## src/rtl/gfx_rom_arbiter_if.sv

```systemverilog
// Bundle of signals between the fetch requesters, the arbiter and the ROM bridge.
// The arbiter takes the slave view. The fetch logic and ROM model take the master view.
interface gfx_rom_arbiter_if #(
    parameter int AW = 13,
    parameter int DW = 16
);
    logic          spr_pri;
    logic          char_req;
    logic [AW-1:0] char_addr;
    logic          char_ack;
    logic          char_valid;
    logic [DW-1:0] char_data;
    logic          spr_req;
    logic [AW-1:0] spr_addr;
    logic          spr_ack;
    logic          spr_valid;
    logic [DW-1:0] spr_data;
    logic [AW-1:0] rom_addr;
    logic          rom_rd;
    logic [DW-1:0] rom_data;
    logic          busy;

    modport slave (
        input  spr_pri, char_req, char_addr, spr_req, spr_addr, rom_data,
        output char_ack, char_valid, char_data, spr_ack, spr_valid, spr_data,
               rom_addr, rom_rd, busy
    );

    modport master (
        output spr_pri, char_req, char_addr, spr_req, spr_addr, rom_data,
        input  char_ack, char_valid, char_data, spr_ack, spr_valid, spr_data,
               rom_addr, rom_rd, busy
    );
endinterface

```

## src/rtl/gfx_rom_arbiter.sv

```systemverilog
// Two-requester arbiter for the graphics ROM read port. Lane 0 is the char fetcher and lane 1 is the sprite renderer.
// It keeps one read in flight, completes it after a fixed latency and routes the result to the lane that won the grant.
module gfx_rom_arbiter_lane #(
    parameter int DW = 16
) (
    input  logic          clk_sys,
    input  logic          reset_n,
    input  logic          grant,
    input  logic          done,
    input  logic [DW-1:0] rdata,
    output logic          ack,
    output logic          valid,
    output logic [DW-1:0] data
);
    always_ff @(posedge clk_sys or negedge reset_n) begin
        if (!reset_n) begin
            ack   <= 1'b0;
            valid <= 1'b0;
            data  <= '0;
        end else begin
            ack   <= grant;
            valid <= done;
            if (done) data <= rdata;
        end
    end
endmodule

module gfx_rom_arbiter #(
    parameter int AW      = 13,
    parameter int DW      = 16,
    parameter int LAT     = 2,
    parameter int MAXWAIT = 3
) (
    input  logic              clk_sys,
    input  logic              reset_n,
    gfx_rom_arbiter_if.slave  bus
);
    localparam int NUM_LANES = 2;
    localparam int CHR       = 0;
    localparam int SPR       = 1;

    localparam logic [0:0] S_IDLE = 1'b0;
    localparam logic [0:0] S_WAIT = 1'b1;

    localparam logic [3:0] CNT_INIT   = 4'(LAT - 1);
    localparam logic [3:0] STREAK_LIM = 4'(MAXWAIT);

    logic [0:0]                     state;
    logic [3:0]                     cnt;
    logic [3:0]                     streak;
    logic                           win;
    logic                           pick;
    logic                           start;
    logic                           finish;
    logic [NUM_LANES-1:0]           req;
    logic [NUM_LANES-1:0]           grant;
    logic [NUM_LANES-1:0]           done;
    logic [NUM_LANES-1:0]           ack;
    logic [NUM_LANES-1:0]           valid;
    logic [NUM_LANES-1:0][AW-1:0]   addr;
    logic [NUM_LANES-1:0][DW-1:0]   data;

    assign req  = {bus.spr_req, bus.char_req};
    assign addr = {bus.spr_addr, bus.char_addr};

    // The sprite wins when it is alone, when the sprite window is open, or when it has waited MAXWAIT grants.
    always_comb begin
        pick   = req[SPR] && (!req[CHR] || bus.spr_pri || (streak >= STREAK_LIM));
        start  = (state == S_IDLE) && (|req);
        finish = (state == S_WAIT) && (cnt == 4'd0);
        grant  = '0;
        done   = '0;
        for (int i = 0; i < NUM_LANES; i++) begin
            grant[i] = start  && (pick == 1'(i));
            done[i]  = finish && (win  == 1'(i));
        end
    end

    always_ff @(posedge clk_sys or negedge reset_n) begin
        if (!reset_n) begin
            state        <= S_IDLE;
            cnt          <= 4'd0;
            streak       <= 4'd0;
            win          <= 1'b0;
            bus.rom_addr <= '0;
            bus.rom_rd   <= 1'b0;
        end else begin
            bus.rom_rd <= 1'b0;
            case (state)
                S_IDLE: begin
                    if (start) begin
                        bus.rom_addr <= addr[pick];
                        bus.rom_rd   <= 1'b1;
                        win          <= pick;
                        cnt          <= CNT_INIT;
                        state        <= S_WAIT;
                        // Only a char grant that beats a waiting sprite counts toward starvation.
                        if (!pick && req[SPR])
                            streak <= (streak == 4'hF) ? streak : streak + 4'd1;
                        else
                            streak <= 4'd0;
                    end
                end
                default: begin
                    if (cnt != 4'd0) cnt <= cnt - 4'd1;
                    else             state <= S_IDLE;
                end
            endcase
        end
    end

    for (genvar g = 0; g < NUM_LANES; g++) begin : g_lane
        gfx_rom_arbiter_lane #(.DW(DW)) u_lane (
            .clk_sys (clk_sys),
            .reset_n (reset_n),
            .grant   (grant[g]),
            .done    (done[g]),
            .rdata   (bus.rom_data),
            .ack     (ack[g]),
            .valid   (valid[g]),
            .data    (data[g])
        );
    end

    assign bus.char_ack   = ack[CHR];
    assign bus.char_valid = valid[CHR];
    assign bus.char_data  = data[CHR];
    assign bus.spr_ack    = ack[SPR];
    assign bus.spr_valid  = valid[SPR];
    assign bus.spr_data   = data[SPR];
    assign bus.busy       = (state == S_WAIT);
endmodule

```

## src/flat_wrapper.sv

```systemverilog
// flat-port wrapper written by rule: the top's interface ports become plain ports
module gfx_rom_arbiter_flat 
#(
    parameter int AW      = 13,
    parameter int DW      = 16,
    parameter int LAT     = 2,
    parameter int MAXWAIT = 3
)
  (clk_sys, reset_n, bus_spr_pri, bus_char_req, bus_char_addr, bus_spr_req, bus_spr_addr, bus_rom_data, bus_char_ack, bus_char_valid, bus_char_data, bus_spr_ack, bus_spr_valid, bus_spr_data, bus_rom_addr, bus_rom_rd, bus_busy);
  gfx_rom_arbiter_if #(.AW(AW), .DW(DW)) bus_i ();
  input  logic clk_sys;
  input  logic reset_n;
  input wire logic [$bits(bus_i.spr_pri)-1:0] bus_spr_pri;
  input wire logic [$bits(bus_i.char_req)-1:0] bus_char_req;
  input wire logic [$bits(bus_i.char_addr)-1:0] bus_char_addr;
  input wire logic [$bits(bus_i.spr_req)-1:0] bus_spr_req;
  input wire logic [$bits(bus_i.spr_addr)-1:0] bus_spr_addr;
  input wire logic [$bits(bus_i.rom_data)-1:0] bus_rom_data;
  output wire logic [$bits(bus_i.char_ack)-1:0] bus_char_ack;
  output wire logic [$bits(bus_i.char_valid)-1:0] bus_char_valid;
  output wire logic [$bits(bus_i.char_data)-1:0] bus_char_data;
  output wire logic [$bits(bus_i.spr_ack)-1:0] bus_spr_ack;
  output wire logic [$bits(bus_i.spr_valid)-1:0] bus_spr_valid;
  output wire logic [$bits(bus_i.spr_data)-1:0] bus_spr_data;
  output wire logic [$bits(bus_i.rom_addr)-1:0] bus_rom_addr;
  output wire logic [$bits(bus_i.rom_rd)-1:0] bus_rom_rd;
  output wire logic [$bits(bus_i.busy)-1:0] bus_busy;
  assign bus_i.spr_pri = bus_spr_pri;
  assign bus_i.char_req = bus_char_req;
  assign bus_i.char_addr = bus_char_addr;
  assign bus_i.spr_req = bus_spr_req;
  assign bus_i.spr_addr = bus_spr_addr;
  assign bus_i.rom_data = bus_rom_data;
  assign bus_char_ack = bus_i.char_ack;
  assign bus_char_valid = bus_i.char_valid;
  assign bus_char_data = bus_i.char_data;
  assign bus_spr_ack = bus_i.spr_ack;
  assign bus_spr_valid = bus_i.spr_valid;
  assign bus_spr_data = bus_i.spr_data;
  assign bus_rom_addr = bus_i.rom_addr;
  assign bus_rom_rd = bus_i.rom_rd;
  assign bus_busy = bus_i.busy;
  gfx_rom_arbiter #(.AW(AW), .DW(DW), .LAT(LAT), .MAXWAIT(MAXWAIT)) u_core (.clk_sys(clk_sys), .reset_n(reset_n), .bus(bus_i));
endmodule
```

## config.mk

```make
export PLATFORM = sky130hd
export DESIGN_NAME = gfx_rom_arbiter_flat
export DESIGN_NICKNAME = d
export VERILOG_FILES = /design/src/rtl/gfx_rom_arbiter_if.sv /design/src/rtl/gfx_rom_arbiter.sv /design/src/flat_wrapper.sv
export SDC_FILE = /design/constraint.sdc
export NUM_CORES = 1
export LEC_CHECK = 0
export BUFFER_PORTS_ARGS = -buffer_cell sky130_fd_sc_hd__buf_2
export CAP_MARGIN = 20
export CORE_MARGIN = 10
export CORE_UTILIZATION = 48
export CTS_CLUSTER_SIZE = 25
export DETAILED_ROUTE_END_ITERATION = 16
export PLACE_DENSITY = 0.79
export RECOVER_POWER = 50
export SLEW_MARGIN = 20
export SYNTH_ARGS = -nofsm -noshare
export SYNTH_HDL_FRONTEND = slang
export SYNTH_HIERARCHICAL = 1
export SYNTH_SLANG_ARGS = --single-unit
export TNS_END_PERCENT = 20
```

## constraint.sdc

```tcl
create_clock -name clk_sys -period 2.2 [get_ports clk_sys]
set_input_delay 0.44 -clock clk_sys [delete_from_list [all_inputs] [get_ports clk_sys]]
set_output_delay 0.44 -clock clk_sys [all_outputs]
set_load 0.1 [all_outputs]
```

* Yosys cells after proc, flatten, opt, wreduce, memory -nomap -nowiden
Index checks and enable logic that the tools add are counted.
Cells by class: $add $sub $neg 2, multipliers 0, divide/modulo/power cells 0, order comparisons 2, equal/unequal tests 3, shifts and indexed selects 0, multiplexer cells 11, bitwise logic cells 3, reductions and logical operators 19
Operators by type and width (count):
- two-way mux 13 bit | 2
- two-way mux 4 bit | 5
- logical AND 1 bit | 8
- adder 4 x 1 -> 4 bit, second input constant | 1
- == test 4 bit, second input constant | 1
- >= comparator 4 x 2 -> 1 bit, second input constant | 1
- logical NOT 4 bit | 1
- two-way mux 1 bit | 4
- != test 2 bit, second input constant | 2
- AND reduction 2 bit | 2
- nonzero test 4 bit | 1
- subtractor 4 x 1 -> 4 bit, second input constant | 1
- inverter 1 bit | 3
- AND reduction 3 bit | 1
- logical NOT 1 bit | 2
- logical OR 1 bit | 2
- < comparator 1 x 2 -> 1 bit, second input constant | 1
- nonzero test 2 bit | 1
- OR reduction 2 bit | 1
Word-level totals: bits in registers 60, bits in latches 0, RAM bits 0, bits in read-only memories 0, output and inout bits 51, word-level logic and storage cells 52, memories 0

* Depth between registers and ports, before layout
Gate-level depths: netlist of run 1.
depth after elaboration 8, mapped depth 7, depth with buffers taken out 5

* Modules after synthesis
Netlist of run 1, hierarchy kept.
Modules (own cells, without submodules):
- gfx_rom_arbiter_lane | times used 2, cells an instance 36, area each 699.4 um^2, seq. area each 450.4 um^2
- gfx_rom_arbiter | times used 1, cells an instance 92, area each 1108.6 um^2, seq. area each 600.6 um^2

* Least setup slack after synthesis of run 1
Ideal clock, no wire load.
path kind register to register, from register u_core.state (netlist: u_core/bus.busy), to register u_core.g_lane[1].u_lane.data[10], arrival time 2252 ps, data required time 2074 ps, setup slack -178 ps, cell stages (with the launch flop) 6, cell sequence dfrtp_1 nand2_1 nor4b_1 buf_6 buf_12 mux2_4
Between the ends: longest elaborated chain between the ends 2
RTL lines:
- start, declared | line gfx_rom_arbiter.sv:48 | logic [0:0] state;
- start signal, assigned | line gfx_rom_arbiter.sv:81 | state <= S_IDLE;
- start signal, assigned | line gfx_rom_arbiter.sv:96 | state <= S_WAIT;
- start signal, assigned | line gfx_rom_arbiter.sv:106 | else state <= S_IDLE;
- logical AND 1 bit | line gfx_rom_arbiter.sv:70 | finish = (state == S_WAIT) && (cnt == 4'd0);
- logical AND 1 bit | line gfx_rom_arbiter.sv:75 | done[i] = finish && (win == 1'(i));
- net u_core.done[1] | line gfx_rom_arbiter.sv:57 | logic [NUM_LANES-1:0] done;
- end signal, assigned | line gfx_rom_arbiter.sv:23 | if (done) data <= rdata;
- end, declared | line gfx_rom_arbiter.sv:13 | output logic [DW-1:0] data
The timed path passes the listed nets, and every way through them passes these cells. A chain may end at the register's enable or synchronous reset.

* Final worst setup path of run 1
from register u_core.cnt[0], to register u_core.g_lane[1].u_lane.data[2]
Between the ends: longest elaborated chain between the ends 3
RTL lines:
- start, declared | line gfx_rom_arbiter.sv:49 | logic [3:0] cnt;
- start signal, assigned | line gfx_rom_arbiter.sv:105 | if (cnt != 4'd0) cnt <= cnt - 4'd1;
- logical NOT 4 bit | line gfx_rom_arbiter.sv:70
- logical AND 1 bit | line gfx_rom_arbiter.sv:70
- logical AND 1 bit | line gfx_rom_arbiter.sv:75
- net u_core.done[1] | line gfx_rom_arbiter.sv:57
The timed path passes the listed nets, and every way through them passes these cells.

==> flow_metrics.tcl, run 1 <==
set metrics [dict create \
    run_status "complete, no violations" \
    synthTopCellsByArea "dfrtp_1, mux2_4, mux2_2, and2_1, a221o_1" \
    syn_area_per_cell_um2 15.3 \
    grt_max_degree 61 \
    relSlewSlack_pct 5.62 \
    async_reset_ff_share_pct 100 \
    clk_path_buf_depth 2 \
    antenna_found_initial 0 \
    grt_pass1_vias 1935 \
    fin_nets 318 \
    die-area_um2 8510 \
    dp.cells 328 \
    die-height_um 92.3 \
    wl_met1_um 2590 \
    hpwlAfterDp_um 4530 \
    drive_gt1_share_pct 58.4 \
    fin_crit_ns 1.98 \
    postCtsSetupRepairBufs 0 \
    dr.pass1.iters 4 \
    post_cts_resize_count 0 \
    core_um2 5070 \
    crit_arrival_ns 2.19 \
    dieWidth_um 92.3 \
    crit_path_start_kind "register" \
    crit_required_ns 2.41 \
    synth_edf_count 0 \
    drt_iter0_drc 74 \
    synthesis.nets 213 \
    rsz0062_at_grt "no" \
    tightest_slew_ns 1.42 \
    drv_cap 0 \
    cts_tree "yes" \
    fin_cells 344 \
    synth-main-ff-cell "dfrtp_1" \
    grt_pass1_wl_um 9780 \
    ys_seq_elements 60 \
    cts_root_buffer "clkbuf_8" \
    ys_warn_count 6 \
    finalMaxSlewViolations 0 \
    place_congestion 0.766 \
    vias_per_cell 5.10 \
    wl_um 6090 \
    initial_utilization_pct 49.4 \
    tns_ns 0 \
    cts_buffers 9 \
    finClkSkew_ns 0.00836 \
    clk_pin_slew_ns 0.07 \
    min_path_type "input pin to register" \
    wl_per_cell_um 17.7 \
    hold_buffers 0 \
    post-route-period-util_pct 89.8 \
    synth_seq_area_share_pct 59.9 \
    cp-end-kind "register" \
    antenna_left 0 \
    yosysTopAreaCell "dfrtp_1" \
    n_antenna_cell 0 \
    clock.fmax_ghz 0.506 \
    drc 0 \
    clkSinkCount 60 \
    vias 1754 \
    route.met2.wl_um 2930 \
    ys_types 32 \
    crit_type "register to register" \
    netlist_area_um2 2510 \
    htreeDepth 3 \
    synth.top_cell.area_share_pct 59.9 \
    postSynthCellCount 164 \
    hold_violations 0 \
    clkLatencyLatePin_ns 0.33 \
    syn_to_final_growth_pct 30.1 \
    met3_length_um 466 \
    rows 26 \
    worstPathMaxFanout 13 \
    pin_count 98 \
    overflow 0 \
    setup_viol 0 \
    track_usage_pct 14.4 \
    top_layer "met4" \
    io_buffers 97 \
]
-- layer usage --
metal | global-route usage (%) | vias up
met5 | 0 | -
li1 | - | 812
met2 | 22.9 | 76
met1 | 16.8 | 856
met3 | 5.05 | 10
met4 | 7.20 | 0
-- sequential cells by signal, indices dropped and copies added (netlist names), 2 cells and up --
name / cells
u_core/g_lane.u_lane/valid: 2
u_core/g_lane.u_lane/data: 32
u_core/cnt: 4
u_core/g_lane.u_lane/ack: 2
u_core/streak: 4
u_core/bus.rom_addr: 13
-- critical path: stages (launching register included) --
cell	delay, ns
dfrtp_1	0.39
inv_1	0.09
ha_1	0.16
nand2_1	0.11
nor4b_1	0.40
buf_4	0.34
mux2_2	0.36
-- final cells by class --
class,count,area [µm²]
flip-flops and latches,60,1500
fillers,413,1810
multi-input cells,90,902
clock buffers,12,165
well taps,70,87.6
repair buffers,102,514
clock inverters,4,70.1
inverters,6,22.5
-- path summary, 6_finish.rpt --
path | startpoint | endpoint | slack [ns] | cells past startpoint
min in group asynchronous | reset_n | u_core/g_lane[1].u_lane/data[5]$_DFFE_PN0P_ | 0.52 | 2
hold / removal | bus_char_addr[9] | u_core/bus.rom_addr[9]$_DFFE_PN0P_ | 0.33 | 2
setup reg to reg | u_core/cnt[0]$_DFFE_PN0P_ | u_core/g_lane[1].u_lane/data[2]$_DFFE_PN0P_ | 0.22 | 6
setup / recovery | u_core/cnt[0]$_DFFE_PN0P_ | u_core/g_lane[1].u_lane/data[2]$_DFFE_PN0P_ | 0.22 | 6
hold reg to reg | u_core/g_lane[1].u_lane/data[3]$_DFFE_PN0P_ | u_core/g_lane[1].u_lane/data[3]$_DFFE_PN0P_ | 0.50 | 1
max in group asynchronous | reset_n | u_core/g_lane[1].u_lane/data[10]$_DFFE_PN0P_ | 0.83 | 2
-- synth_stat cells (2+ instances only) --
library cell  number
mux2_4            20
and2_1            13
dfrtp_1           60
nand2_1            4
buf_2              2
o31ai_1            2
buf_12             2
a221o_1            8
mux2_2            13
inv_1              6
nand3_1            2
buf_6              3
ha_1               2
o21ai_0            4
a221o_2            5
o21bai_1           2
-- layout by cell type, fill, tap and decap left out, drive strengths merged --
cell / n
a211oi: 2
a21o: 1
a21oi: 1
a221o: 13
a41oi: 1
and2: 14
buf: 82
bufinv: 2
clkbuf: 32
clkinv: 2
dfrtp: 60
ha: 2
inv: 6
mux2: 33
nand2: 4
nand2b: 1
nand3: 2
nand4: 1
nor3b: 1
nor4: 2
nor4b: 1
o211a: 1
o211ai: 1
o21ai: 4
o21bai: 2
o31ai: 2
or4: 1
-- cells by family (layout without fill, tap and decap cells) --
group                    after synthesis  in the layout  share of synthesized area [%]
AND/OR/NAND/NOR                       27             27                           7.09
AO/OA/AOI/OAI                         28             28                           9.83
buffers and inverters                 14            124                           4.39
adder cells (fa/ha/maj)                2              2                          0.998
flip-flops                            60             60                           59.9
multiplexers                          33             33                           17.8
-- through the flow --
step           setup WS (ns)  hold slack (ns)  cell area [µm²]  utilization, %
3_3_place_gp           0.376            0.468             3060            60.2
5_1_grt                0.112            0.336             3260            64.3
3_5_place_dp           0.277            0.466             3060            60.2
2_1_floorplan          0.153            0.144             2510               -
6_report               0.223            0.333             3260            64.3
4_1_cts                0.275            0.106             3290            64.9
Power of run 1 is not shown: default switching activity piles up to over one toggle a cycle in this logic, so the estimate is an artifact.
==> run 2, diff against run 1 <==
--- a/config.mk
+++ b/config.mk
@@ -9,6 +9,7 @@
 export CAP_MARGIN = 20
 export CORE_MARGIN = 10
 export CORE_UTILIZATION = 48
+export CTS_CLUSTER_DIAMETER = 80
 export CTS_CLUSTER_SIZE = 25
 export DETAILED_ROUTE_END_ITERATION = 16
 export PLACE_DENSITY = 0.79
==> constraint.sdc (replaced) <==
create_clock -name clk_sys -period 2 [get_ports clk_sys]
set_input_delay 0.4 -clock clk_sys [delete_from_list [all_inputs] [get_ports clk_sys]]
set_output_delay 0.4 -clock clk_sys [all_outputs]
set_load 0.005 [all_outputs]
==> run 2 against run 1 <==
Net effect: sequential cell count stayed put; utilization shrank 1.2 points; sequential share of layout area rose by 0.84 points; worst setup slack worse by 0.10 ns; hold slack got worse by 0.034 ns.
==> flow_metrics.tcl, run 2 (synthesis gave the netlist of run 1 again) <==
set metrics [dict create \
    dieWidth_um 92.3 \
    fin_crit_ns 1.88 \
    drv_cap 0 \
    cts_buffers 9 \
    min_from "bus_char_addr[10]" \
    clk_path_buf_depth 2 \
    holdWs_ns 0.299 \
    cts_tree "yes" \
    grt_max_degree 61 \
    r2r_cells 6 \
    setup_viol 0 \
    vias_per_cell 5.08 \
    die-height_um 92.3 \
    antenna_left 0 \
    fillCellCount 417 \
    htreeDepth 3 \
    r2r-start "u_core/cnt[0]$_DFFE_PN0P_" \
    grt_pass1_wl_um 9800 \
    cp-startpoint "u_core/cnt[0]$_DFFE_PN0P_" \
    wl_per_cell_um 17.1 \
    crit_required_ns 2.21 \
    hold_violations 0 \
    regArea_um2 1500 \
    dr.pass1.iters 4 \
    grt_pass1_vias 1950 \
    cp-end-kind "register" \
    n_antenna_cell 0 \
    largest_reg_flops 32 \
    crit_type "register to register" \
    worstPathMaxFanout 13 \
    power.density_nw_per_um2 1540 \
    finClkSkew_ns 0.00461 \
    track_usage_pct 14.2 \
    relSlewSlack_pct 4.98 \
    post-route-period-util_pct 93.8 \
    tns_ns 0 \
    crit_path_start_kind "register" \
    syn_to_final_growth_pct 27.8 \
    tightest_slew_ns 1.43 \
    cpPeakStageDelay_ns 0.38 \
    rows 26 \
    fin_nets 321 \
    clkLatencyLatePin_ns 0.32 \
    core_um2 5070 \
    io_buffers 97 \
    run_status "complete, no violations" \
    initial_utilization_pct 49.4 \
    place_area_um2 3090 \
    regMostFlops "u_core/g_lane.u_lane/data" \
    holdPathEnd "u_core/bus.rom_addr[10]$_DFFE_PN0P_" \
    final_cell_mix "buf_2, dfrtp_1, clkbuf_1" \
    antenna_found_initial 0 \
    place_congestion 0.792 \
    final_common_cell "buf_2" \
    rsz0062_at_grt "no" \
    overflow 0 \
    finalMaxSlewViolations 0 \
    crit_chain "inv_1 -> ha_1 -> nand2_1 -> nor4b_2 -> buf_4 -> mux2_2" \
    vias 1753 \
    drive_gt1_share_pct 50.2 \
    crit_slowest_cell "dfrtp_1" \
    post-route-util_pct 63.1 \
    top_regs "u_core/g_lane.u_lane/data x32, u_core/bus.rom_addr x13" \
    postCtsSetupRepairBufs 0 \
    leakagePower_nw 1.58 \
    clk_pin_slew_ns 0.06 \
    final_area_um2 3200 \
    clock.fmax_ghz 0.533 \
    die-area_um2 8510 \
    hpwlAfterDp_um 4390 \
    pin_count 98 \
    min_path_type "input pin to register" \
    worstHoldPathCells 2 \
    crit_arrival_ns 2.08 \
    cts_root_buffer "clkbuf_8" \
    drc 0 \
    dp.cells 331 \
    drt_iter0_drc 71 \
    wl_um 5910 \
    rr_endpoint "u_core/g_lane[1].u_lane/data[3]$_DFFE_PN0P_" \
    reg2reg_slack_ns 0.12 \
    peakVddDrop_mv 0.630 \
    fin_cells 345 \
    multi_input_area_um2 916 \
    clkSinkCount 60 \
]
-- run 2: through the flow --
step / worst slack (ns) / total power, mW
floorplan: 0.185 / 3.28
global placement: 0.166 / 4.06
detailed placement: 0.123 / 4.13
CTS: 0.118 / 5.06
global route: 0.00114 / 5.29
finish: 0.124 / 4.92
-- run 2: timing repair --
item / 4_1_cts / 5_1_grt
setup endpoints to repair: 0 / 13
hold buffers: 0 / 0
resized for setup: 0 / 1
-- run 2: worst max path at each step --
| stage | to | cells past startpoint |
|---|---|---|
| 6_report | u_core/g_lane[1].u_lane/data[3]$_DFFE_PN0P_ | 6 |
| 3_3_place_gp | u_core/bus.rom_addr[3]$_DFFE_PN0P_ | 4 |
| 5_1_grt | u_core/g_lane[1].u_lane/data[3]$_DFFE_PN0P_ | 6 |
| 3_5_place_dp | u_core/bus.rom_addr[3]$_DFFE_PN0P_ | 4 |
| 4_1_cts | u_core/g_lane[1].u_lane/data[0]$_DFFE_PN0P_ | 6 |
| 2_1_floorplan | u_core/g_lane[1].u_lane/data[10]$_DFFE_PN0P_ | 7 |
-- run 2: report_power, final --
part | total [mW] | internal (mW) | switching (mW)
combinational | 1.93 | 1.13 | 0.798
clock | 0.895 | 0.463 | 0.432
sequential | 2.10 | 1.77 | 0.327
total | 4.92 | 3.36 | 1.56
-- run 2: worst max-delay path, delay by kind of cell, from the launching register on --
kind                     cells  cell delay (ns)
adder cells (fa/ha/maj)      1             0.16
buffers and inverters        2             0.40
flip-flops                   1             0.38
multiplexers                 1             0.36
AND/OR/NAND/NOR              2             0.45
-- run 2: layout make-up --
class	instances	share of cell area, %
Sequential cell	60	46.9
Clock buffer	11	4.41
Inverter	6	0.703
Multi-Input combinational cell	90	28.6
Timing Repair Buffer	105	16.2
Tap cell	70	2.73
Clock inverter	3	0.469
-- run 2: routing by layer --
layer | vias up | track usage [%] | share of wire [%]
li1 | 813 | - | -
met1 | 860 | 18.7 | 45
met2 | 72 | 20.7 | 45
met3 | 8 | 5.70 | 8.5
met4 | 0 | 5.01 | 1.3
met5 | - | 0 | 0
Power figures use the tool's default switching activity.
==> run 3, diff against run 2 <==
--- a/config.mk
+++ b/config.mk
@@ -13,7 +13,7 @@
 export CTS_CLUSTER_SIZE = 25
 export DETAILED_ROUTE_END_ITERATION = 16
 export PLACE_DENSITY = 0.79
-export RECOVER_POWER = 50
+export RECOVER_POWER = 100
 export SLEW_MARGIN = 20
 export SYNTH_ARGS = -nofsm -noshare
 export SYNTH_HDL_FRONTEND = slang
==> run 3 against run 2 <==
Net effect: clock-buffer cell count unchanged; total power down 5.9%; global-route usage unchanged; sequential share of layout area up 1.7 points; non-clock buffer count unchanged.
==> flow_metrics.tcl, run 3 (synthesis gave the netlist of run 1 again) <==
set metrics [dict create \
    cpPeakStageDelay_ns 0.49 \
    crit_type "register to register" \
    fin_nets 321 \
    hpwlAfterDp_um 4390 \
    track_usage_pct 14.2 \
    crit_slowest_cell "o211a_1" \
    rsz0062_at_grt "no" \
    p_sw_mw 1.53 \
    vias_per_cell 5.04 \
    pin_count 98 \
    setup_viol 0 \
    crit_required_ns 2.27 \
    final_cell_mix "dfrtp_1, clkbuf_1, buf_2" \
    met3_length_um 486 \
    run_status "complete, no violations" \
    n_antenna_cell 0 \
    dr.pass1.iters 4 \
    cts_tree "yes" \
    hold_violations 0 \
    tns_ns 0 \
    top_regs "u_core/g_lane.u_lane/data x32, u_core/bus.rom_addr x13" \
    leakagePower_nw 1.44 \
    io_buffers 97 \
    rows 26 \
    syn_to_final_growth_pct 23.4 \
    antenna_found_initial 0 \
    crit_path_start_kind "register" \
    dieWidth_um 92.3 \
    cp-end-kind "register" \
    finClkSkew_ns 0.00453 \
    cp_top_family "compound AO/OA/AOI/OAI gates" \
    top_layer "met4" \
    crit_arrival_ns 2.11 \
    clock.fmax_ghz 0.543 \
    comb_power_share_pct 35.5 \
    worstPathMaxFanout 14 \
    post-route-util_pct 60.9 \
    final_common_cell "dfrtp_1" \
    peakVddDrop_mv 0.629 \
    fin_crit_ns 1.84 \
    switching_share_pct 33.0 \
    power.density_nw_per_um2 1500 \
    overflow 0 \
    core_um2 5070 \
    finalMaxSlewViolations 0 \
    post-route-period-util_pct 92.0 \
    wl_met1_um 2580 \
    intPower_mw 3.10 \
    grt_pass1_vias 1950 \
    drc 0 \
    drv_cap 0 \
    p_seq_share_pct 45.1 \
    min_path_type "input pin to register" \
    clkSinkCount 60 \
    vias 1740 \
    die-area_um2 8510 \
    power.share.clock_pct 19.4 \
    clk_pin_slew_ns 0.06 \
    clkLatencyLatePin_ns 0.32 \
    tightest_slew_ns 1.42 \
    htreeDepth 3 \
    antenna_left 0 \
    largest_reg_flops 32 \
    grt_pass1_wl_um 9800 \
    crit_chain "ha_1 -> nor4_4 -> o211a_1 -> a221o_2" \
    cts_root_buffer "clkbuf_8" \
    route.met2.wl_um 2680 \
    wl_per_cell_um 16.9 \
    critPathBufInv 0 \
    place_congestion 0.792 \
    drt_iter0_drc 77 \
    initial_utilization_pct 49.4 \
    wl_um 5820 \
    grt_max_degree 61 \
    hold_buffers 0 \
    drive_gt1_share_pct 33.1 \
    die-height_um 92.3 \
    regMostFlops "u_core/g_lane.u_lane/data" \
    clk_path_buf_depth 2 \
    relSlewSlack_pct 5.43 \
    cts_buffers 9 \
]
run 3: cell types whose count changed in the layout (fill, tap and decap cells not counted):
cell,previous run,this run
buf_2,75,48
buf_4,4,2
clkbuf_1,25,53
clkbuf_4,0,1
mux2_1,0,18
mux2_4,20,2
nor4_1,0,1
nor4_2,1,0
run 3: worst register-to-register path, delay by kind of cell (launching register included):
family | cells | cell delay [ns]
compound gates | 2 | 0.73
fa+ha+maj | 1 | 0.24
flops | 1 | 0.41
simple gates | 1 | 0.41
run 3: final cells by class:
type	instances	area, µm²
Sequential cell	60	1500
Tap cell	70	87.6
Clock buffer	11	141
Inverter	6	22.5
Fill cell	447	1980
Timing Repair Buffer	105	483
Clock inverter	3	15.0
Multi-Input combinational cell	90	842
run 3: final timing paths:
| path | startpoint | end | slack [ns] | cells past startpoint |
|---|---|---|---|---|
| setup / recovery | u_core/streak[0]$_DFFE_PN0P_ | u_core/bus.rom_addr[3]$_DFFE_PN0P_ | 0.16 | 4 |
| min in group asynchronous | reset_n | u_core/g_lane[0].u_lane/data[7]$_DFFE_PN0P_ | 0.49 | 2 |
| hold / removal | bus_char_addr[10] | u_core/bus.rom_addr[10]$_DFFE_PN0P_ | 0.30 | 2 |
| setup reg to reg | u_core/streak[0]$_DFFE_PN0P_ | u_core/bus.rom_addr[3]$_DFFE_PN0P_ | 0.16 | 4 |
| hold reg to reg | u_core/g_lane[1].u_lane/data[8]$_DFFE_PN0P_ | u_core/g_lane[1].u_lane/data[8]$_DFFE_PN0P_ | 0.48 | 1 |
| max in group asynchronous | reset_n | u_core/g_lane[0].u_lane/data[9]$_DFFE_PN0P_ | 0.67 | 2 |
run 3: timing repair:
action / in CTS / in global routing
setup endpoints to repair: 0 / 13
gates resized for setup: 0 / 1
buffers inserted: 0 / 0
run 3: power by group through the flow:
stage                     combinational [mW]  sequential [mW]  clock, mW
after global routing                    1.85             2.17      0.980
after global placement                  1.96             2.09          0
final                                   1.64             2.09      0.896
after detailed placement                2.03             2.10          0
after CTS                               2.04             2.09      0.927
after floorplan                         1.17             2.11          0
run 3: routing by layer:
metal  up-vias  global-route usage (%)
li1        814                       -
met1       849                    18.7
met2        69                    20.7
met3         8                    5.70
met4         0                    5.01
met5         -                       0
run 3: stage by stage:
stage | total power [mW] | cells | setup WS (ns) | hold WS, ns | area, µm²
detailed placement | 4.13 | 331 | 0.123 | 0.431 | 3090
global placement | 4.06 | 331 | 0.166 | 0.424 | 3090
CTS | 5.06 | 345 | 0.118 | 0.0797 | 3250
global route | 5.00 | 345 | 0.0140 | 0.290 | 3090
finish | 4.63 | 345 | 0.159 | 0.300 | 3090
floorplan | 3.28 | 164 | 0.185 | 0.104 | 2510
